[src/rtl/aes_pkg.sv]
// Shared register map constants, CTRL/STATUS bit positions and FSM state type for the AES CSR bank.
package aes_pkg;

    localparam int unsigned CTRL_ADDR   = 0;
    localparam int unsigned STATUS_ADDR = 1;
    localparam int unsigned KEY_BASE    = 2;

    localparam int unsigned CTRL_START  = 0;
    localparam int unsigned CTRL_MODE   = 1;
    localparam int unsigned CTRL_IRQ_EN = 2;

    localparam int unsigned STAT_BUSY   = 0;
    localparam int unsigned STAT_DONE   = 1;
    localparam int unsigned STAT_ERR    = 2;

    typedef enum logic {
        IDLE = 1'b0,
        BUSY = 1'b1
    } state_t;

endpackage

[src/rtl/aes_csr_bank.sv]
// Memory-mapped control/status registers for the AES core: key/block/mode storage,
// start pulse generation, busy/done tracking and result capture.
module aes_csr_bank
    import aes_pkg::*;
#(
    parameter int unsigned DATA_W    = 32,
    parameter int unsigned KEY_WORDS = 4,
    parameter int unsigned BLK_WORDS = 4,
    parameter int unsigned ADDR_W    = 5
) (
    input  logic                          clk,
    input  logic                          reset,
    input  logic                          chipselect,
    input  logic                          write,
    input  logic                          read,
    input  logic [ADDR_W-1:0]             address,
    input  logic [DATA_W-1:0]             writedata,
    output logic [DATA_W-1:0]             readdata,
    output logic                          irq,
    output logic                          start,
    output logic                          mode,
    output logic [KEY_WORDS*DATA_W-1:0]   key,
    output logic [BLK_WORDS*DATA_W-1:0]   block_in,
    input  logic                          core_done,
    input  logic [BLK_WORDS*DATA_W-1:0]   core_result
);

    localparam int unsigned DIN_BASE  = KEY_BASE + KEY_WORDS;
    localparam int unsigned DOUT_BASE = DIN_BASE + BLK_WORDS;

    state_t                        state;
    state_t                        state_d;
    logic                          start_d;
    logic                          irq_en;
    logic                          done;
    logic                          err;
    logic [BLK_WORDS*DATA_W-1:0]   dout;

    logic                          wr_c;
    logic                          rd_c;
    logic                          busy_c;
    logic                          ctrl_wr_c;
    logic                          status_wr_c;
    logic                          blocked_wr_c;
    logic [KEY_WORDS-1:0]          key_sel_c;
    logic [BLK_WORDS-1:0]          din_sel_c;
    logic [BLK_WORDS-1:0]          dout_sel_c;
    logic [DATA_W-1:0]             rd_word_c;

    // Address decode: one select bit per word of each array
    always_comb begin
        wr_c        = chipselect & write;
        rd_c        = chipselect & read;
        busy_c      = (state == BUSY);
        ctrl_wr_c   = wr_c && (address == ADDR_W'(CTRL_ADDR));
        status_wr_c = wr_c && (address == ADDR_W'(STATUS_ADDR));
        key_sel_c   = '0;
        din_sel_c   = '0;
        dout_sel_c  = '0;
        for (int unsigned i = 0; i < KEY_WORDS; i++) begin
            key_sel_c[i] = (address == ADDR_W'(KEY_BASE + i));
        end
        for (int unsigned i = 0; i < BLK_WORDS; i++) begin
            din_sel_c[i]  = (address == ADDR_W'(DIN_BASE + i));
            dout_sel_c[i] = (address == ADDR_W'(DOUT_BASE + i));
        end
        blocked_wr_c = busy_c && (ctrl_wr_c || (wr_c && ((|key_sel_c) || (|din_sel_c))));
    end

    // Next state and start pulse
    always_comb begin
        state_d = state;
        start_d = 1'b0;
        case (state)
            IDLE: begin
                if (ctrl_wr_c && writedata[CTRL_START]) begin
                    start_d = 1'b1;
                    state_d = BUSY;
                end
            end
            BUSY: begin
                if (core_done) begin
                    state_d = IDLE;
                end
            end
            default: state_d = IDLE;
        endcase
    end

    always_ff @(posedge clk) begin
        if (reset) begin
            state <= IDLE;
            start <= 1'b0;
        end else begin
            state <= state_d;
            start <= start_d;
        end
    end

    // Read mux; START is write-only and unmapped words read as zero
    always_comb begin
        rd_word_c = '0;
        if (address == ADDR_W'(CTRL_ADDR)) begin
            rd_word_c[CTRL_MODE]   = mode;
            rd_word_c[CTRL_IRQ_EN] = irq_en;
        end
        if (address == ADDR_W'(STATUS_ADDR)) begin
            rd_word_c[STAT_BUSY] = busy_c;
            rd_word_c[STAT_DONE] = done;
            rd_word_c[STAT_ERR]  = err;
        end
        for (int unsigned i = 0; i < KEY_WORDS; i++) begin
            if (key_sel_c[i]) rd_word_c = key[i*DATA_W +: DATA_W];
        end
        for (int unsigned i = 0; i < BLK_WORDS; i++) begin
            if (din_sel_c[i])  rd_word_c = block_in[i*DATA_W +: DATA_W];
            if (dout_sel_c[i]) rd_word_c = dout[i*DATA_W +: DATA_W];
        end
    end

    // Host-writable configuration, frozen while the core is busy
    always_ff @(posedge clk) begin
        if (reset) begin
            mode     <= 1'b0;
            irq_en   <= 1'b0;
            key      <= '0;
            block_in <= '0;
        end else if (!busy_c && wr_c) begin
            if (ctrl_wr_c) begin
                mode   <= writedata[CTRL_MODE];
                irq_en <= writedata[CTRL_IRQ_EN];
            end
            for (int unsigned i = 0; i < KEY_WORDS; i++) begin
                if (key_sel_c[i]) key[i*DATA_W +: DATA_W] <= writedata;
            end
            for (int unsigned i = 0; i < BLK_WORDS; i++) begin
                if (din_sel_c[i]) block_in[i*DATA_W +: DATA_W] <= writedata;
            end
        end
    end

    // Status flags, result capture, read data and interrupt; a completion beats a DONE clear
    always_ff @(posedge clk) begin
        if (reset) begin
            done     <= 1'b0;
            err      <= 1'b0;
            dout     <= '0;
            readdata <= '0;
            irq      <= 1'b0;
        end else begin
            if (busy_c && core_done) begin
                done <= 1'b1;
                dout <= core_result;
            end else if (status_wr_c && writedata[STAT_DONE]) begin
                done <= 1'b0;
            end
            if (blocked_wr_c) begin
                err <= 1'b1;
            end else if (status_wr_c && writedata[STAT_ERR]) begin
                err <= 1'b0;
            end
            if (rd_c) begin
                readdata <= rd_word_c;
            end
            irq <= done & irq_en;
        end
    end

endmodule

[config.mk]
export PLATFORM = sky130hd
export DESIGN_NAME = aes_csr_bank
export DESIGN_NICKNAME = d
export VERILOG_FILES = /design/src/rtl/aes_pkg.sv /design/src/rtl/aes_csr_bank.sv
export SDC_FILE = /design/constraint.sdc
export NUM_CORES = 1
export LEC_CHECK = 0
export CORE_ASPECT_RATIO = 0.8
export CORE_UTILIZATION = 45
export DETAILED_ROUTE_END_ITERATION = 12
export PLACE_DENSITY = 0.79
export SLEW_MARGIN = 20
export SYNTH_ARGS = -nofsm -noshare
export SYNTH_HDL_FRONTEND = slang
export SYNTH_SLANG_ARGS = --single-unit
[constraint.sdc]
create_clock -name clk -period 3.2 [get_ports clk]
set_input_delay 0.96 -clock clk [delete_from_list [all_inputs] [get_ports clk]]
set_output_delay 0.96 -clock clk [all_outputs]
set_load 0.05 [all_outputs]
==> results.ini <==
[synthesis]
netlist_area_um2 = 18700
syn-mean-instance-area_um2 = 7.45
synth_nets = 2686
synth.area.top_cells = dfxtp_1 45%, nand2_1 17%, a21oi_1 12%
synthFlopType = dfxtp_1
yosys.area.top_type_share_pct = 45.2
seq_area_frac_synth_pct = 45.2
syn_inst = 2515
yosysTopAreaCell = dfxtp_1
synth-seq-cells = 423
synth_edf_count = 0
async_flop_share_pct = 0
ys_types = 65
ys_warn_count = 0

[drt]
wl_um = 84600
drt_first_pass_iters = 7
detail-route-antenna-nets = 0
vias = 21300
drcViolationCount = 0
drt_iter0_drc = 2382
viasPerCell = 6.04
wl_per_cell_um = 24.0

[finish]
finish.utilization_pct = 63.7
syn2layout_area_growth_pct = 38.9
layout_common_cells = 830 x nand2_1, 457 x clkdlybuf4s50_1, 455 x a21oi_1, 423 x dfxtp_1, 148 x buf_4
nets = 3118
layout_commonest_cell = nand2_1
drive_gt1_share_pct = 9.06
final_cell_area_um2 = 26000

[global_route]
antenna_found_initial = 2
grt_start_max_net_pins = 118
grt_pass1_wl_um = 124000
grt_pass1_vias = 20100
grt_usage_pct = 38.6
grt-ovfl-total = 0

[floorplanning]
num_rows = 66
die-area_um2 = 42500
core_area_um2 = 40900
die_x_um = 230
pin_count = 462
initial_utilization_pct = 45.9
die_y_um = 185

[pwr]
switchingPower_uw = 2950
power_density_nw_per_um2 = 448
totalPowerFinal_uw = 11700
p_sw_share_pct = 25.2
p_clk_share_pct = 43.7
p_comb_share_pct = 10.6
p_leak_uw = 0.00867
intPower_uw = 8730
seq_power_share_pct = 45.8
ir_drop_uv = 370

[cts]
cts_root_buffer = clkbuf_16
cts_tree = done
path_clk_slew_ps = 60
htree_levels = 2
cts_resized = 0
max-clock-path-buffers = 3
cts_sinks = 423
cts_buffers = 43
cts_setup_buffers = 0
insertion_delay_ps = 560
hold_buffers = 0

[status]
status = finished clean

[critical_path]
worstPathMaxFanout = 10
crit_slowest_cell = a2111oi_0
cp_common_cell = buf_4
end_kind = flop
worstSetupStartpointType = input port
cp_top_family = compound AO/OA/AOI/OAI gates
critPathKind = in2reg
cp_num_buf_inv = 3
worst_ep_arrival_time_ps = 3470
slowest_delay_ps = 910
crit_path_cell_trace = clkdlybuf4s50_1, buf_4, and3b_1, buf_4, a21oi_1, o21ai_0, a2111oi_0, o32ai_1
crit_required_ps = 3610

[timing]
finalSetupViolCount = 0
skew_ps = 13.1
worst_slack_ps = 133
fmaxAchievable_ghz = 0.326
slew_violations = 0
finalHoldViolations = 0
relSlewSlack_pct = 29.8
post-route-period-util_pct = 95.8
rsz0062_at_grt = no
layout_min_cycle_time_ps = 3070
tns_ps = 0
worstMarginPinSlew_ps = 1030

[place]
numPortBuffers = 461
dpl_worst_slack_ps = -337
routabilityCongestion = 0.972
dpl_cell_area_um2 = 24600
hpwl_um = 63600

[job]
drv_cap = 0

[worst_hold_path]
min_path_type = reg2reg

## through the flow
stage          hold slack, ps  cells
2_1_floorplan             416   2515
3_3_place_gp              441   3446
3_5_place_dp              447   3446
4_1_cts                   455   3523
5_1_grt                   476   3524
6_report                  455   3524
## tightest hold or removal path: stages, from the launching register on
cell,delay [ps]
dfxtp_1,310
nand2_1,50
a21oi_1,50
## routing by layer
layer / routed length, µm / track usage, % / vias up
met5: 9 / 0 / -
met4: 5250 / 22.6 / 2
met2: 38700 / 62.2 / 1340
met3: 7670 / 5.88 / 286
met1: 33000 / 49.2 / 10200
li1: - / - / 9501
## layout make-up
cell class	instances	area, µm²
clock inverters	5	57.6
inverters	3	11.3
clock buffers	72	1350
well taps	544	681
diodes	1	2.50
multi-input cells	1841	9250
repair buffers	635	6240
flip-flops and latches	423	8470
fillers	3548	14800
## state kept, by name, summed over array words and instances (netlist names), 32 cells and up
register / cells
readdata: 32
dout: 128
key: 128
block_in: 128
## cells by family after synthesis
kind of cell | Yosys count | share of synthesized area [%]
flip-flops | 423 | 45.2
AND/OR/NAND/NOR | 1025 | 22.7
buffers and inverters | 251 | 5.80
AO/OA/AOI/OAI | 806 | 25.7
multiplexers | 10 | 0.641
## power by group through the flow
| stage | logic (µW) | clock network, µW | registers (µW) |
|---|---|---|---|
| floorplan | 461 | 0 | 5570 |
| global placement | 1190 | 0 | 5460 |
| detailed placement | 1200 | 0 | 5460 |
| CTS | 1210 | 5100 | 5350 |
| global route | 1280 | 5340 | 5350 |
| finish | 1230 | 5100 | 5350 |
## cells in the mapped netlist (all sizes together), types with 4 or more instances
cell / instances
a211oi: 9
a21boi: 12
a21oi: 455
a221o: 13
a221oi: 35
a222oi: 12
a22o: 8
a22oi: 15
a31oi: 14
a32oi: 6
and2: 4
buf: 101
clkbuf: 147
dfxtp: 423
mux2: 6
nand2: 831
nand2b: 17
nand3: 16
nand3b: 13
nor2: 71
nor2b: 11
nor3: 21
nor3b: 16
o211ai: 19
o21a: 10
o21ai: 103
o21bai: 13
o221ai: 6
o22ai: 19
o2bb2ai: 33
o31a: 5
o32ai: 5
or3: 8
or3b: 4
## final timing paths
check             slack [ps]  cells after the start                  endpoint                  start
hold reg to reg          460                      2     dout[42]$_SDFFE_PP0P_  dout[42]$_SDFFE_PP0P_
setup reg to reg         980                      5  readdata[1]$_SDFFE_PP0P_      done$_SDFFE_PP0P_
hold / removal           460                      2     dout[42]$_SDFFE_PP0P_  dout[42]$_SDFFE_PP0P_
setup / recovery         130                      8  readdata[1]$_SDFFE_PP0P_             address[3]
No activity file was read; power rests on OpenSTA's default activity.
==> patch (same flow settings) <==
Change the parameter `DATA_W` from 32 to 48.
--- a/src/rtl/aes_csr_bank.sv
+++ b/src/rtl/aes_csr_bank.sv
@@ -3,7 +3,7 @@
 module aes_csr_bank
     import aes_pkg::*;
 #(
-    parameter int unsigned DATA_W    = 32,
+    parameter int unsigned DATA_W    = 48,
     parameter int unsigned KEY_WORDS = 4,
     parameter int unsigned BLK_WORDS = 4,
     parameter int unsigned ADDR_W    = 5
Ports: changed (5 resized); port bits go from 462 to 686. The function was not compared with the original's and may differ.
==> patch against the original RTL <==
  * Routed wire length up 59%
  * Combinational power is 39% higher
  * Sequential cell count rose by 208
  * Register-to-register slack improved by 200 ps
  * Critical path type is now reg -> out
  * Worst setup slack improved by 130 ps
  * Sequential share of layout area grew 0.057 points
  * Design area rose by 49%
  * Total power up 49%
  * Synthesized area rose by 49%
  * Hold slack got worse by 5.6 ps
==> patch: results (changes against the original RTL) <==
status - finished clean
Min Hold Slack - 450 ps (-5.63 ps)
Setup WS pre-CTS - -188 ps (+149 ps)
nets - 4,571 (+47%)
R2R cell count - 6 (+1)
Net Sw Frac - 25.1% (-0.17 points)
Placed Cells - 5,082 (+47%)
Max-Slew Margin vs Limit - 26.2% (-3.6 points)
Synth Instances - 3,715 (+48%)
clk_skew - 22.4 ps (+9.25 ps)
GRT Total Usage - 41.4% (+2.8 points)
Crit. End Element - output port
placed wire-length estimate - 97.7 mm (+54%)
top cell type's share of synthesized area - 45.3% (+0.14 points)
register area share after synthesis - 45.3% (+0.14 points)
synth top area cells - dfxtp_1 (45%), nand2_1 (16%), a21oi_1 (11%)
vias in the first global route - 29,300 (+46%)
fraction of layout cells with a size suffix above 1 - 8.91% (-0.15 points)
buffers added on ports - 685 (+49%)
# H-tree levels - 3 (+1)
largest net degree at the start of global routing - 160 (+36%)
crit-path max FO - 4 (-6)
Regs by FF count - block_in x192, dout x192, key x192
synth unique cells - 68 (+4.6%)
Post-Syn Nets - 3,966 (+48%)
reg2reg start - busy_c
Skew-Pair Late Insertion Delay - 600 ps (+40 ps)
Lkg Pwr - 13.1 nW (+51%)
cts bufs inserted - 66 (+53%)
Finished Layout Cells - 5,206 (+48%)
Pre-Repair DR Iteration Count - 8 (+1)
worst reg2reg setup slack - 1180 ps (+200 ps)
via count - 31,400 (+48%)
crit-path max cell delay - 960 ps (+50 ps)
crit path max-delay cell type - clkdlybuf4s50_1
-- patch: changes by cell type in the layout (fill, tap and decap cells not counted), sizes merged, moves of 59 or more --
cell / change
nand2: +381
clkdlybuf4s50: +222
dfxtp: +208
a21oi: +146
o21ai: +100
buf: +59
-- patch: area by class of cell --
class                      count  share of cell area, %
antenna                       11                 0.0710
clock buffer                  95                   4.88
clock inverter                18                  0.594
inverter                       5                 0.0484
multi-input combinational   2700                   35.2
sequential                   631                   32.6
tap                          830                   2.68
timing repair buffer         916                   23.9
-- patch: stage by stage --
step	TNS (ps)	cell area, um2
after detailed placement	-2540	36600
after floorplan	0	27900
after CTS	0	38800
after global placement	-1830	36600
after global routing	0	38800
final	0	38800
-- patch: per-layer routing --
metal  track usage [%]  part of all wire, %
met3              10.2                   11
met1              49.9                   36
met5                 0                0.056
met4              31.1                  8.4
met2              63.9                   45
-- patch: worst max path at each step --
| stage | from | to | slack, ps |
|---|---|---|---|
| final | block_in[170] | block_in[170] | 260 |
| after global routing | block_in[110] | block_in[110] | 190 |
| after CTS | block_in[110] | block_in[110] | 250 |
| after detailed placement | address[4] | readdata[17] | -190 |
| after global placement | address[4] | readdata[17] | -170 |
| after floorplan | address[1] | block_in[123] | 650 |
-- patch: cells by family after synthesis --
group | Yosys count | share of synthesized area (%)
AOI/OAI and AO/OA | 1184 | 25.7
buffers and inverters | 384 | 6.13
DFF | 631 | 45.3
muxes | 22 | 0.790
and+or+nand+nor | 1494 | 22.0
-- patch: power by group through the flow --
| stage | Sequential [mW] | Clock (mW) | Combinational [mW] |
|---|---|---|---|
| after CTS | 7.94 | 7.82 | 1.67 |
| after global placement | 8.12 | 0 | 1.66 |
| after global routing | 7.94 | 8.17 | 1.77 |
| final | 7.95 | 7.80 | 1.71 |
| after floorplan | 8.27 | 0 | 0.639 |
| after detailed placement | 8.12 | 0 | 1.66 |
